==> src/rtl/ram_sp_clr.sv <==
// Single-port synchronous RAM with a valid/ready request port and a hardware clear sequencer.
// Optional macro RAM_OUT_REG_EN adds an output register stage, giving 2-cycle read latency.
module ram_sp_clr #(
    parameter int              DATA_W   = 8,
    parameter int              ADDR_W   = 4,
    parameter int              DEPTH    = 1 << ADDR_W,
    parameter logic [DATA_W-1:0] INIT_VAL = '0
) (
    input  logic              clk,
    input  logic              rst,
    input  logic              clr,
    input  logic              req_valid,
    output logic              req_ready,
    input  logic              req_we,
    input  logic [ADDR_W-1:0] req_addr,
    input  logic [DATA_W-1:0] req_wdata,
    output logic              rd_valid,
    output logic [DATA_W-1:0] rd_data,
    output logic              err_oob,
    output logic              busy
);

    typedef enum logic {
        ST_CLEAR = 1'b0,
        ST_READY = 1'b1
    } state_t;

    state_t            state_reg, state_next;
    logic [ADDR_W-1:0] clr_ptr_reg, clr_ptr_next;
    logic              clr_last;

    logic              accept;
    logic              in_range;
    logic              mem_we;
    logic [ADDR_W-1:0] mem_waddr;
    logic [DATA_W-1:0] mem_wdata;

    logic [DATA_W-1:0] mem [DEPTH];

    logic [DATA_W-1:0] rd_data_reg;
    logic              rd_valid_reg;
    logic              err_oob_reg;

    assign clr_last = (clr_ptr_reg == ADDR_W'(DEPTH - 1));
    assign in_range = (32'(req_addr) < DEPTH);
    assign accept   = req_valid && req_ready;

    // State register
    always_ff @(posedge clk) begin
        if (!rst) begin
            state_reg   <= ST_CLEAR;
            clr_ptr_reg <= '0;
        end else begin
            state_reg   <= state_next;
            clr_ptr_reg <= clr_ptr_next;
        end
    end

    // Next-state logic
    always_comb begin
        state_next   = state_reg;
        clr_ptr_next = clr_ptr_reg;
        case (state_reg)
            ST_CLEAR: begin
                if (clr_last) begin
                    state_next   = ST_READY;
                    clr_ptr_next = '0;
                end else begin
                    clr_ptr_next = clr_ptr_reg + 1'b1;
                end
            end
            ST_READY: begin
                if (clr) begin
                    state_next   = ST_CLEAR;
                    clr_ptr_next = '0;
                end
            end
            default: begin
                state_next   = ST_CLEAR;
                clr_ptr_next = '0;
            end
        endcase
    end

    // Output logic; a clear request blocks acceptance in the same cycle
    always_comb begin
        busy      = (state_reg == ST_CLEAR);
        req_ready = (state_reg == ST_READY) && !clr;
    end

    // One write port shared by the clear sequencer and accepted in-range writes
    always_comb begin
        mem_we    = 1'b0;
        mem_waddr = req_addr;
        mem_wdata = req_wdata;
        if (state_reg == ST_CLEAR) begin
            mem_we    = rst;
            mem_waddr = clr_ptr_reg;
            mem_wdata = INIT_VAL;
        end else if (accept && req_we && in_range) begin
            mem_we    = rst;
        end
    end

    always_ff @(posedge clk) begin
        if (mem_we) begin
            mem[mem_waddr] <= mem_wdata;
        end
    end

    // Registered read; out-of-range reads return zero and flag the error
    always_ff @(posedge clk) begin
        if (!rst) begin
            rd_data_reg  <= '0;
            rd_valid_reg <= 1'b0;
            err_oob_reg  <= 1'b0;
        end else begin
            rd_valid_reg <= accept && !req_we;
            err_oob_reg  <= accept && !in_range;
            if (accept && !req_we) begin
                rd_data_reg <= in_range ? mem[req_addr] : '0;
            end
        end
    end

`ifdef RAM_OUT_REG_EN
    logic [DATA_W-1:0] rd_data_out_reg;
    logic              rd_valid_out_reg;
    logic              err_oob_out_reg;

    // Output stage is cleared only by reset, so reads in flight survive a clear request
    always_ff @(posedge clk) begin
        if (!rst) begin
            rd_data_out_reg  <= '0;
            rd_valid_out_reg <= 1'b0;
            err_oob_out_reg  <= 1'b0;
        end else begin
            rd_data_out_reg  <= rd_data_reg;
            rd_valid_out_reg <= rd_valid_reg;
            err_oob_out_reg  <= err_oob_reg;
        end
    end

    assign rd_data  = rd_data_out_reg;
    assign rd_valid = rd_valid_out_reg;
    assign err_oob  = err_oob_out_reg;
`else
    assign rd_data  = rd_data_reg;
    assign rd_valid = rd_valid_reg;
    assign err_oob  = err_oob_reg;
`endif

endmodule
==> config.mk <==
export PLATFORM = sky130hd
export DESIGN_NAME = ram_sp_clr
export DESIGN_NICKNAME = d
export VERILOG_FILES = /design/src/rtl/ram_sp_clr.sv
export SDC_FILE = /design/constraint.sdc
export NUM_CORES = 1
export LEC_CHECK = 0
export CAP_MARGIN = 40
export CORE_ASPECT_RATIO = 1.5
export CORE_MARGIN = 2
export CORE_UTILIZATION = 46
export DETAILED_ROUTE_END_ITERATION = 8
export DONT_BUFFER_PORTS = 1
export PLACE_DENSITY = 0.64
export SETUP_SLACK_MARGIN = 0.15
export SKIP_CTS_REPAIR_TIMING = 1
export SLEW_MARGIN = 20
export SYNTH_ARGS = -nofsm -noshare
export SYNTH_HDL_FRONTEND = slang
export SYNTH_SLANG_ARGS = --single-unit
==> constraint.sdc <==
create_clock -name clk -period 2.7 [get_ports clk]
set_clock_uncertainty 0.05 [all_clocks]
set_input_delay 0.54 -clock clk [delete_from_list [all_inputs] [get_ports clk]]
set_output_delay 0.54 -clock clk [all_outputs]
set_load 0.02 [all_outputs]
==> flow_summary.rst <==
.. list-table::
   :header-rows: 1

   * - Metric
     - Value
   * - Result of the run
     - completed
   * - Pre-Repair DR Iteration Count
     - 4
   * - Final HPWL DP
     - 7250 µm
   * - Footprint of the multi-input gates
     - 1450 µm²
   * - Residual DRC count
     - 0
   * - Endpoint required time on the critical path
     - 2.77 ns
   * - Clock latency on the worst-skew pair
     - 0.41 ns
   * - Synthesized netlist net count
     - 318
   * - Global-route wire length before repair
     - 17,100 µm
   * - Synthesized instance count
     - 300
   * - CTS clock-pin slew for the worst setup and hold paths
     - 0.05 ns
   * - Via count of the first global-routing pass
     - 2,822
   * - # IOs
     - 29
   * - Fmax
     - 0.459 GHz
   * - Fin util
     - 54.1%
   * - Residual antenna-violating net count after detailed routing
     - 0
   * - Cell count of the worst reg-to-reg path
     - 5
   * - Starting density of the core
     - 47.3%
   * - GR Util All Layers
     - 18.5%
   * - Slew Limit Fails
     - 0
   * - Total of buffers placed on input and output ports
     - 0
   * - Worst path cell trace
     - inv_1 -> nor3b_1 -> o21ai_0 -> nor2_1 -> buf_4
   * - Setup repair after global routing missed its margin
     - no
   * - Share of layout cells above drive strength 1
     - 19.3%
   * - Critical Path Fanout Max
     - 17
   * - YS warnings
     - 0
   * - Depth of the CTS H-tree
     - 4
   * - Die width
     - 94.8 µm
   * - Worst EP arrival
     - 2.25 ns
   * - Worst slew pin tran
     - 0.721 ns
   * - Summed negative setup slack over all endpoints
     - 0 ns
   * - Final critical path time including I/O delays and setup
     - 2.18 ns
   * - Placeable core region
     - 12,000 µm²
   * - Leading cell types in the layout, fill and taps excluded
     - edfxtp_1 (128), nor2_1 (21), mux4_2 (21)
   * - CP peak stage delay
     - 0.59 ns
   * - Average vias per placed instance
     - 5.65
   * - Core Rows
     - 49
   * - Diode count
     - 0
   * - Average cell area after synthesis
     - 19.0 µm²
   * - Final Hold Vio Count
     - 0
   * - Count of max-cap constraint violations
     - 0
   * - Number of synthesized register bits
     - 142
   * - TritonCTS Buffers
     - 17
   * - Area of the die
     - 13,300 µm²
   * - Overall overflow remaining after global route
     - 0
   * - Type of the tightest min-delay check
     - in -> reg
   * - Portion of the post-synthesis area used by sequential elements
     - 72.5%
   * - Register-to-register setup slack
     - 0.52 ns
   * - Violation count after the first detailed-route iteration
     - 219
   * - TritonCTS clock tree
     - built
   * - Leakage Power
     - 2.30 nW
   * - Largest cells by area after synthesis
     - edfxtp_1 (68%), mux4_2 (8.3%), mux4_1 (5.1%)
   * - Top-area cell type share of the netlist area
     - 67.6%
   * - Worst Hold Path EP
     - state_reg
   * - Worst slew slack as a fraction of its limit
     - 52.0%
   * - RePlAce Congestion
     - 0.772
   * - Routed WL per cell
     - 22.8 µm
   * - Startpoint of the worst hold path
     - rst
   * - Slowest cell on the critical path
     - dfxtp_1
   * - Power per cell area
     - 750 nW/µm²
   * - Number of cells on the worst hold path
     - 2
   * - Number of antenna violations at the first check in global routing
     - 0
   * - Synthesized area
     - 5690 µm²
   * - Count of distinct cell types in the synthesized netlist
     - 30
   * - Fillers
     - 933
   * - Synthesis-to-finish area growth
     - 14.3%
   * - Chip Height
     - 140 µm
   * - Kind of critical path
     - reg -> reg
   * - Wirelength, routed
     - 11,000 µm
   * - Max IR drop VDD
     - 0.432 mV
   * - Sequential standard cell area
     - 4120 µm²
   * - Buffer levels on the longest clock path
     - 2
   * - CTS root buffer
     - clkbuf_16
   * - Number of nets in the final layout
     - 338
   * - Final number of setup-violating endpoints
     - 0
   * - Worst reg2reg path endpoint
     - mem[1][6]
   * - Number of clock sinks
     - 142
   * - Vias post-DR
     - 2,739
   * - Critical Path Start Type
     - register
   * - Largest net degree at the start of global routing
     - 37
   * - Crit Reg-Reg Startpoint
     - state_reg
   * - Largest area contributor in the netlist
     - edfxtp_1
   * - Max reg flops
     - 128
   * - Worst setup EP type
     - register
   * - Commonest non-fill, non-tap cell in the layout
     - edfxtp_1
   * - Final clock period utilization by the worst path
     - 80.7%
## per-layer routing
metal / part of all wire [%] / wire length, µm / track usage (%)
met4: 2.5 / 272 / 7.55
met1: 39 / 4360 / 23.7
met5: 0 / 0 / 0
met3: 6.6 / 729 / 6.35
met2: 51 / 5680 / 29.1
## worst max-delay path by stage
stage                      end   startpoint  depth (start not counted)
floorplan           mem[14][0]  req_addr[2]                          7
global route         mem[1][7]    state_reg                          5
global placement    mem[10][7]          clr                          5
detailed placement   mem[1][3]          clr                          5
CTS                  mem[1][3]    state_reg                          5
finish               mem[1][6]    state_reg                          5
## metrics by stage
stage          instance area [µm²]  hold WS, ns  instances  power [mW]  setup WS [ns]
6_report                      6500        0.187        485        4.88          0.520
3_5_place_dp                  5900        0.467        454        2.58          0.457
3_3_place_gp                  5900        0.457        454        2.58          0.537
4_1_cts                       6500        0.171        485        4.92          0.496
2_1_floorplan                 5690        0.431        300        2.58          0.429
5_1_grt                       6500        0.166        485        5.04          0.299
## worst max-delay path: cells and delay by family (launching register included)
kind,cells,cell delay [ns]
and+or+nand+nor,2,0.48
DFF,1,0.59
AOI/OAI and AO/OA,1,0.26
buffers and inverters,2,0.51
## cell type report
class | count | area share, %
well taps | 153 | 2.94
multi-input cells | 138 | 22.2
clock buffers | 18 | 6.60
repair buffers | 17 | 1.96
inverters | 4 | 0.231
flip-flops and latches | 142 | 63.4
clock inverters | 13 | 2.64
## cells in the mapped netlist
library cell,instances
mux4_2,21
nor4bb_1,1
mux2i_1,17
buf_2,5
buf_4,2
a21boi_0,1
clkbuf_1,6
o2bb2ai_1,1
conb_1,1
edfxtp_1,128
dfxtp_1,14
and2_1,10
buf_6,2
o21ai_0,13
o2bb2a_1,7
nor2b_1,3
nand3b_1,1
buf_12,1
inv_1,4
ha_1,1
nand2b_1,1
nor2_1,21
nor3_1,4
nor3b_1,6
a22oi_1,1
nand2_1,6
mux4_1,11
a31oi_1,6
a211o_1,1
nand3_1,4
## logic make-up (layout without fill, tap and decap cells)
group	after synthesis	after routing	share of synthesized area [%]
flip-flops	142	142	72.5
AND/OR/NAND/NOR	57	57	5.12
multiplexers	49	49	16.4
AO/OA/AOI/OAI	30	30	3.61
buffers and inverters	20	52	2.11
adder cells (fa/ha/maj)	1	1	0.220
other	1	1	0.0659
## power by group
group / switching (mW) / leakage (nW) / internal, mW
logic: 0.0562 / 0.631 / 0.0765
registers: 0.0134 / 1.38 / 2.39
clock network: 0.818 / 0.282 / 1.52
total: 0.888 / 2.30 / 3.99
Note: power is estimated with default switching activity, not from simulation.
